<file path="src/rtl/wimax_pkg.sv">
// -----------------------------------------------------------------------------
// wimax_pkg
//   Shared constants and types for the WiMAX-style coding chain.
//   - NIN   : uncoded bits per block (Ncbps/2 for QPSK)
//   - NCBPS : coded bits per block
//   - CNT_W : width of the in-block bit index counters
//   - G1/G2 : K=7 generator polynomials in octal, MSB taps the current input
//   - enc_state_t : read-side FSM states of the convolutional encoder
//   - gen_bit()   : one generator output from the current input and state
// -----------------------------------------------------------------------------
package wimax_pkg;

    localparam int unsigned NIN   = 96;
    localparam int unsigned NCBPS = 192;
    localparam int unsigned CNT_W = $clog2(NIN);

    localparam logic [6:0] G1 = 7'o171;
    localparam logic [6:0] G2 = 7'o133;

    typedef enum logic [1:0] {
        ST_IDLE  = 2'd0,
        ST_LOAD  = 2'd1,
        ST_ENC_X = 2'd2,
        ST_ENC_Y = 2'd3
    } enc_state_t;

    // s[0] is D1 (most recent past input), s[5] is D6. The tap vector is
    // ordered MSB-first as {u, D1..D6} so that bit 6 of the octal generator
    // multiplies the current input.
    function automatic logic gen_bit(input logic [6:0] g,
                                     input logic       u,
                                     input logic [5:0] s);
        logic [6:0] taps;
        taps = {u, s[0], s[1], s[2], s[3], s[4], s[5]};
        return ^(g & taps);
    endfunction

endpackage

</file>
<file path="src/rtl/cc_tailbite_core.sv">
// -----------------------------------------------------------------------------
// cc_tailbite_core
//   Six-bit shift-register core of the K=7 rate-1/2 convolutional encoder.
//   Holds D1..D6 and produces either the X (G1) or Y (G2) output bit for the
//   current input. The state is preloaded for tail-biting before each block.
//
// Ports
//   clk       in   clock
//   load_i    in   load preload_i into the state (takes priority over shift)
//   preload_i in   6-bit initial state, bit 0 = D1 ... bit 5 = D6
//   u_i       in   current uncoded bit
//   shift_i   in   shift u_i into the state after the Y bit is consumed
//   sel_y_i   in   0: output X bit, 1: output Y bit
//   bit_o     out  coded bit for the current input and state
// -----------------------------------------------------------------------------
module cc_tailbite_core
    import wimax_pkg::*;
(
    input  logic       clk,
    input  logic       load_i,
    input  logic [5:0] preload_i,
    input  logic       u_i,
    input  logic       shift_i,
    input  logic       sel_y_i,
    output logic       bit_o
);

    logic [5:0] s_q;
    logic [5:0] s_d;

    always_comb begin
        s_d = s_q;
        if (load_i) begin
            s_d = preload_i;
        end else if (shift_i) begin
            s_d = {s_q[4:0], u_i};
        end
    end

    // Pure datapath state: every block starts with a load, so no reset needed.
    always_ff @(posedge clk) begin
        s_q <= s_d;
    end

    assign bit_o = sel_y_i ? gen_bit(G2, u_i, s_q) : gen_bit(G1, u_i, s_q);

endmodule

</file>
<file path="src/rtl/fec_encoder_cc.sv">
// -----------------------------------------------------------------------------
// fec_encoder_cc
//   Rate-1/2 tail-biting convolutional encoder (K=7, G1=171, G2=133 octal)
//   feeding the QPSK interleaver. Uncoded bits arrive serially and are
//   collected into a two-bank ping-pong store of NIN bits per bank. Each full
//   bank is encoded into 2*NIN coded bits emitted serially as X0 Y0 X1 Y1 ...
//   The encoder state is preloaded with the last six bits of the block so the
//   trellis starts and ends in the same state and no tail bits are needed.
//
// Ports
//   clk        in   clock, all state updates on the rising edge
//   resetN     in   asynchronous active-low reset
//   data_in    in   uncoded bit; first accepted bit of a block is u[0]
//   valid_in   in   data_in valid; transfer on valid_in && ready_out
//   ready_out  out  a write bank is free
//   data_out   out  coded bit
//   valid_out  out  data_out valid; transfer on valid_out && ready_in
//   ready_in   in   downstream can accept
//   last_out   out  high with the final coded bit Y[NIN-1] of a block
// -----------------------------------------------------------------------------
module fec_encoder_cc
    import wimax_pkg::*;
(
    input  logic clk,
    input  logic resetN,
    input  logic data_in,
    input  logic valid_in,
    output logic ready_out,
    output logic data_out,
    output logic valid_out,
    input  logic ready_in,
    output logic last_out
);

    localparam logic [CNT_W-1:0] CNT_LAST = CNT_W'(NIN - 1);
    localparam logic [CNT_W-1:0] CNT_ONE  = CNT_W'(1);

    // Ping-pong storage (datapath, not reset)
    logic [NIN-1:0]   bank_q [2];

    // Control state
    logic [1:0]       full_q, full_d;
    logic             wsel_q, wsel_d;
    logic             rsel_q, rsel_d;
    logic [CNT_W-1:0] wcnt_q, wcnt_d;
    logic [CNT_W-1:0] rcnt_q, rcnt_d;
    enc_state_t       state_q, state_d;

    logic             wr_fire;
    logic             wr_last;
    logic             rd_done;

    logic [NIN-1:0]   rd_bank;
    logic [5:0]       preload;
    logic             u_bit;
    logic             core_load;
    logic             core_shift;
    logic             core_sel_y;
    logic             core_bit;

    // ------------------------------------------------------------------
    // Write side
    // ------------------------------------------------------------------
    assign ready_out = !full_q[wsel_q];
    assign wr_fire   = valid_in && ready_out;
    assign wr_last   = wr_fire && (wcnt_q == CNT_LAST);

    always_comb begin
        wsel_d = wsel_q;
        wcnt_d = wcnt_q;
        if (wr_fire) begin
            if (wr_last) begin
                wcnt_d = '0;
                wsel_d = !wsel_q;
            end else begin
                wcnt_d = wcnt_q + CNT_ONE;
            end
        end
    end

    always_ff @(posedge clk) begin
        if (wr_fire) begin
            bank_q[wsel_q][wcnt_q] <= data_in;
        end
    end

    // Filling one bank and releasing the other touch different flag bits.
    // They cannot target the same bank: a bank being read is full, so it is
    // never the write bank while ready_out is high.
    always_comb begin
        full_d = full_q;
        if (wr_last) begin
            full_d[wsel_q] = 1'b1;
        end
        if (rd_done) begin
            full_d[rsel_q] = 1'b0;
        end
    end

    // ------------------------------------------------------------------
    // Read side
    // ------------------------------------------------------------------
    assign rd_bank = bank_q[rsel_q];
    assign u_bit   = rd_bank[rcnt_q];

    // Tail-biting preload: D1 = u[NIN-1], D2 = u[NIN-2], ... D6 = u[NIN-6]
    assign preload = {rd_bank[NIN-6], rd_bank[NIN-5], rd_bank[NIN-4],
                      rd_bank[NIN-3], rd_bank[NIN-2], rd_bank[NIN-1]};

    always_comb begin
        state_d    = state_q;
        rcnt_d     = rcnt_q;
        rsel_d     = rsel_q;
        rd_done    = 1'b0;
        core_load  = 1'b0;
        core_shift = 1'b0;
        core_sel_y = 1'b0;
        valid_out  = 1'b0;
        last_out   = 1'b0;
        unique case (state_q)
            ST_IDLE: begin
                if (full_q[rsel_q]) begin
                    state_d = ST_LOAD;
                end
            end
            ST_LOAD: begin
                core_load = 1'b1;
                rcnt_d    = '0;
                state_d   = ST_ENC_X;
            end
            ST_ENC_X: begin
                valid_out = 1'b1;
                if (ready_in) begin
                    state_d = ST_ENC_Y;
                end
            end
            ST_ENC_Y: begin
                valid_out  = 1'b1;
                core_sel_y = 1'b1;
                last_out   = (rcnt_q == CNT_LAST);
                if (ready_in) begin
                    core_shift = 1'b1;
                    if (rcnt_q != CNT_LAST) begin
                        rcnt_d  = rcnt_q + CNT_ONE;
                        state_d = ST_ENC_X;
                    end else begin
                        rd_done = 1'b1;
                        rsel_d  = !rsel_q;
                        state_d = ST_IDLE;
                    end
                end
            end
            default: begin
                state_d = ST_IDLE;
            end
        endcase
    end

    // Gated by valid_out so the bit reads 0 whenever nothing is offered,
    // including directly out of reset before any bank has been written.
    assign data_out = valid_out && core_bit;

    cc_tailbite_core u_core (
        .clk       (clk),
        .load_i    (core_load),
        .preload_i (preload),
        .u_i       (u_bit),
        .shift_i   (core_shift),
        .sel_y_i   (core_sel_y),
        .bit_o     (core_bit)
    );

    // ------------------------------------------------------------------
    // Control registers
    // ------------------------------------------------------------------
    always_ff @(posedge clk or negedge resetN) begin
        if (!resetN) begin
            state_q <= ST_IDLE;
            full_q  <= '0;
            wsel_q  <= 1'b0;
            rsel_q  <= 1'b0;
            wcnt_q  <= '0;
            rcnt_q  <= '0;
        end else begin
            state_q <= state_d;
            full_q  <= full_d;
            wsel_q  <= wsel_d;
            rsel_q  <= rsel_d;
            wcnt_q  <= wcnt_d;
            rcnt_q  <= rcnt_d;
        end
    end

endmodule

</file>
<file path="config.mk">
export PLATFORM = sky130hd
export DESIGN_NAME = fec_encoder_cc
export DESIGN_NICKNAME = d
export VERILOG_FILES = /design/src/rtl/wimax_pkg.sv /design/src/rtl/cc_tailbite_core.sv /design/src/rtl/fec_encoder_cc.sv
export SDC_FILE = /design/constraint.sdc
export NUM_CORES = 1
export LEC_CHECK = 0
export CORE_UTILIZATION = 50
export DETAILED_ROUTE_END_ITERATION = 12
export HOLD_SLACK_MARGIN = 0.03
export PLACE_DENSITY_LB_ADDON = 0.3
export SLEW_MARGIN = 20
export SYNTH_ARGS = -nofsm -noshare
export SYNTH_HDL_FRONTEND = slang
export SYNTH_SLANG_ARGS = --single-unit
</file>
<file path="constraint.sdc">
create_clock -name clk -period 2.8 [get_ports clk]
set_input_delay 0.28 -clock clk [delete_from_list [all_inputs] [get_ports clk]]
set_output_delay 0.28 -clock clk [all_outputs]
set_load 0.02 [all_outputs]
</file>
* After elaboration in Yosys (flattened, before gate mapping) *
Memory sizes are Yosys's and may differ from the RTL's.
Cells that the tools add are included.

word-level totals
  bits in registers = 26
  RAM bits = 192
  bits of input ports = 5
  output and inout bits = 4
  logic and storage cells = 87
  memories kept = 1

operators by class
  add/subtract/negate cells = 2
  magnitude comparators = 7
  equal/unequal tests = 10
  muxes and demuxes = 37
  bitwise operators = 4
  reductions and logical operators = 19

memories
  name    depth  width  read ports  clocked after memory_dff  write ports  RTL line              source
  bank_q  2      96     1           0                         1            fec_encoder_cc.sv:39  logic [NIN-1:0] bank_q [2];

operators with widths
  kind                                                 number
  two-way mux 96 bit                                   1
  two-way mux 7 bit                                    3
  two-way mux 1 bit                                    19
  < comparator 7 x 8 -> 1 bit, second input constant   2
  adder 7 x 1 -> 7 bit, second input constant          2
  equality test 7 bit, second input constant           2
  one-hot mux 7 bit (2 select lines)                   1
  parity 7 bit                                         2
  two-way mux 2 bit                                    6
  two-way mux 6 bit                                    2
  AND reduction 3 bit                                  3
  inequality test 2 bit, second input constant         4
  one-hot mux 2 bit (4 select lines)                   1
  binary-select mux 1 bit (select 7 bit)               1
  demux 1 bit (select 7 bit)                           1
  >= comparator 7 x 1 -> 1 bit, second input constant  1
  inequality test 7 bit, second input constant         1
  logical AND 1 bit                                    6
  equality test 2 bit, second input constant           2
  < comparator 1 x 2 -> 1 bit, second input constant   2
  nonzero test 2 bit                                   2
  logical NOT 1 bit                                    3
  AND 2 bit                                            1
  demux 1 bit (select 1 bit)                           2
  8 further kinds                                      9

* Logic depth before layout (Yosys ltp) *
  word-level depth = 8
  gate-level depth with buffers = 10
  depth with buffers taken out = 7

* By module *
A second synthesis with hierarchy kept.

second synthesis, totals
  cell total of the unflattened synthesis = 732
  area, all modules = 9925.8 um^2

modules (own cells, without submodules)
  module            instances  cells an instance  area an instance (um^2)  sequential area each (um^2)
  fec_encoder_cc    1          714                9609.2                   6266.0
  cc_tailbite_core  1          18                 316.6                    180.2

* Worst setup path after synthesis *
No wires, ideal clock.

  kind = register -> output
  start = reg rsel_q
  end = out data_out
  data arrival time = 2.292 ns
  path slack = 0.228 ns
  cell stages (with the launch flop) = 9
  path buffers = 2
  path through = dfrtp_1 > buf_6 > buf_6 > mux4_2 > mux2i_1 > nor3_1 > nor3_1 > a41oi_1 > o311ai_1

between the ends
  word-level cells in the longest chain between the ends = 6
  elaborated cells on any way between the ends = 7
  classes of those cells = mux (3); reduce/logical (3); memory (1)

RTL lines
  what                                       RTL line                source
  start, declared                            fec_encoder_cc.sv:44    logic rsel_q, rsel_d;
  start signal, assigned                     fec_encoder_cc.sv:188   rsel_q <= rsel_d;
  memory read (2 x 96 bit) *                 n/a
  binary-select mux 1 bit (select 7 bit) *   fec_encoder_cc.sv:104   assign u_bit = rd_bank[rcnt_q];
  two-way mux 1 bit (implied by the code) *  fec_encoder_cc.sv:104
  parity 7 bit                               wimax_pkg.sv:35         return ^(g & taps);
  two-way mux 1 bit *                        cc_tailbite_core.sv:45  assign bit_o = sel_y_i ? gen_bit(G2, u_i, s_q) : gen_bit(G1, u_i, s_q);
  logical AND 1 bit *                        fec_encoder_cc.sv:161   assign data_out = valid_out && core_bit;
  end, declared                              fec_encoder_cc.sv:29    output logic data_out,

Every way passes the cells marked *; elsewhere a longest branch is shown, timed or not. The select of a mux whose other input is x is not followed.

* Final worst setup path *
Same ends and word-level chain as after synthesis.

==> impl_metrics.ini <==
[synthesis]
ys_seq_area_share_pct = 66.24
netlist_instances = 722
syn_area_um2 = 9732
synth_flop_cell = edfxtp_1
async_reset_ff_share_pct = 9.174
synth_area_leader_cell = edfxtp_1
synth_edf_count = 198
synth_area_leaders = edfxtp_1 (61%), mux4_2 (10%), nor2_1 (8.0%), dfrtp_1 (5.1%), clkbuf_1 (1.8%)
syn-num-nets = 729
yosysWarnings = 0
synth.most_common_cell = nor2_1
netlist.area_leader.share_pct = 61.10
syn_avg_cell_area_um2 = 13.48
yosys-top-cells-count = nor2_1 (208), edfxtp_1 (198), clkbuf_1 (46)
yosysUniqueCellTypes = 49
synth-seq-cells = 218

[cts]
clk_pin_slew_ns = 0.06
h-tree-depth = 1
cts_sinks = 218
numCtsBuffers = 24
cts_max_path_buffers = 3
cts-root-buf = clkbuf_16
cts_tree = yes
clk_latency_ns = 0.52

[worst_setup_path]
cp-end-kind = output pin
reg2reg_slack_ns = 0.15
required_ns = 2.52
startpoint_type = flip-flop
cp_max_fo = 8
crit_slowest_cell = dfrtp_4
path_class = flip-flop to output pin
cpMostUsedCell = buf_4
arrival_ns = 3.00
worstPathCellList = buf_12 > mux4_2 > mux2i_2 > buf_4 > nand3_1 > nand3_1 > a211oi_2 > buf_4 > o2bb2a_4 > o311ai_2 > buf_4
max_stage_delay_ns = 0.53
crit_family = multiplexers
critPathBufInv = 4

[detailed_routing]
drc = 0
avgViaCountPerCell = 5.851
routed_wirelength_um = 23420
drtIter0Drc = 611
dr_total_vias = 6231
ant_nets = 0
firstDrtPassIters = 5
wl_per_cell_um = 21.99

[status]
violations = negative setup slack
status = finished, violations left

[final_layout]
drive_gt1_share_pct = 23.85
n_antenna_cell = 0
finalInstanceArea_um2 = 11530
n_fill_cell = 1447
post-route-util_pct = 61.02
layout-area-overhead-vs-synth_pct = 18.46
instances_no_fill = 1065
design.final.nets = 794

[global_route]
grt_max_degree = 120
antenna_found_initial = 0
grt_pass1_vias = 6231
grt_pass1_wl_um = 35240
grt-ovfl-total = 0
grtUsageTotal_pct = 23.80

[sta]
post-route-min-period_ns = 3.277
maxSlewHeadroom_pct = 49.95
slew_violations = 0
final_hold_viol_count = 0
tightest_slew_ns = 0.7487
setup_slack_ns = -0.4772
finalCritPeriodShare_pct = 117.0
setup_viol = 1
rsz0062_at_grt = yes
finClkSkew_ns = 0.01216
max_freq_mhz = 305.1

[placement]
port_buffers = 8
dp_slack_ns = -0.4254
globalplace.congestion = 0.8993
dp.cells = 998
placed_cell_area_um2 = 10440
dp_hpwl_um = 14530

[die]
ios = 9
die_y_um = 141.5
die-area_um2 = 20030
start_util_pct = 51.51
die_w_um = 141.5
core_area_um2 = 18890
rows = 50

[job]
maxCapViolCount = 0

[power]
power_density_nw_per_um2 = 786.3
leakage_nw = 3.767
ir_drop_v = 0.0004513
power_w = 0.009065

[worst_hold_path]
min_path_type = input port to asynchronous set/reset pin
==> worst register-to-register path, stage by stage, from the launching register on <==
cell and delay (ns):
dfrtp_2 0.47, buf_12 0.15, mux4_2 0.50, mux2_2 0.29, o211ai_1 0.31, nand4_1 0.21, buf_4 0.18, a211oi_1 0.22
a21oi_1 0.06
==> sequential cells by signal (all words and copies together), names as in the netlist <==
signal / count
state_q: 2
wsel_q: 1
full_q: 2
bank_q: 192
rcnt_q: 7
rsel_q: 1
wcnt_q: 7
u_core.s_q: 6
==> layer usage <==
| metal | vias to the layer above | track usage (%) | part of all wire, % |
|---|---|---|---|
| li1 | 2767 | - | - |
| met1 | 3169 | 31.51 | 41 |
| met2 | 238 | 40.28 | 49 |
| met3 | 57 | 4.286 | 6.5 |
| met4 | 0 | 7.470 | 3.2 |
| met5 | - | 0 | 0 |
==> through the flow <==
stage | hold WS, ns | TNS [ns]
after floorplan | -0.01559 | 0
after global placement | 0.5013 | -0.4591
after detailed placement | 0.5352 | -0.4254
after CTS | 0.3407 | -0.4551
after global routing | 0.3276 | -0.5903
final | 0.2645 | -0.4772
==> layout make-up <==
class	count	area (um2)	area share [%]
timing repair buffer	97	889.6	7.716
multi-input combinational	439	3102	26.90
sequential	218	6451	55.96
clock inverter	14	90.09	0.7814
inverter	7	26.28	0.2279
clock buffer	30	644.4	5.589
tap	260	325.3	2.822
==> cell families after synthesis <==
group           Yosys count  synth area share (%)
simple gates            312                 13.40
xor+xnor                 13                 1.170
compound gates           50                 3.613
buf+inv                  65                 3.098
mux                      62                 12.23
fa+ha+maj                 2                0.2571
flops                   218                 66.24
==> power by group <==
group	switching (W)	internal, W
sequential	0.000176	0.00368
combinational	0.00130	0.000940
clock	0.00125	0.00171
total	0.00273	0.00634
==> layout by cell type, fill, tap and decap left out, types with 3 or more instances in the layout <==
master and instances:
xor2_1 6, nand2b_1 6, mux2i_1 9, a21oi_1 5
nor2_1 208, edfxtp_1 198, buf_4 78, nor3_2 3
nand3_1 16, a22o_1 5, xnor2_1 7, nor2b_1 11
mux2i_2 4, buf_12 8, and3_1 3, clkinv_2 3
inv_1 7, a22oi_2 5, clkbuf_16 27, clkinv_1 8
mux4_2 44, nand2_1 40, dfrtp_1 18, nor3_1 9
nand4_1 7, and2_1 3, o21ai_0 10, clkdlybuf4s50_1 4
clkbuf_1 5
==> what timing repair did <==
action / 4_1_cts / 5_1_grt
cloned: 0 / 2
setup endpoints to repair: 1 / 2
setup buffers: 6 / 14
pin swaps: 2 / 10
hold endpoints to repair: 0 / 18
resized for setup: 7 / 31
hold buffers: 0 / 1
==> path summary, 6_finish.rpt <==
path | from | endpoint | cells after the start
max | rsel_q | data_out | 11
min | resetN | rcnt_q[1] | 2
max reg2reg | rcnt_q[0] | u_core.s_q[0] | 8
min reg2reg | u_core.s_q[3] | u_core.s_q[4] | 2
max in group asynchronous | resetN | wcnt_q[3] | 3
min in group clk | data_in | bank_q[0][39] | 1
No activity file was read; power rests on OpenSTA's default activity.
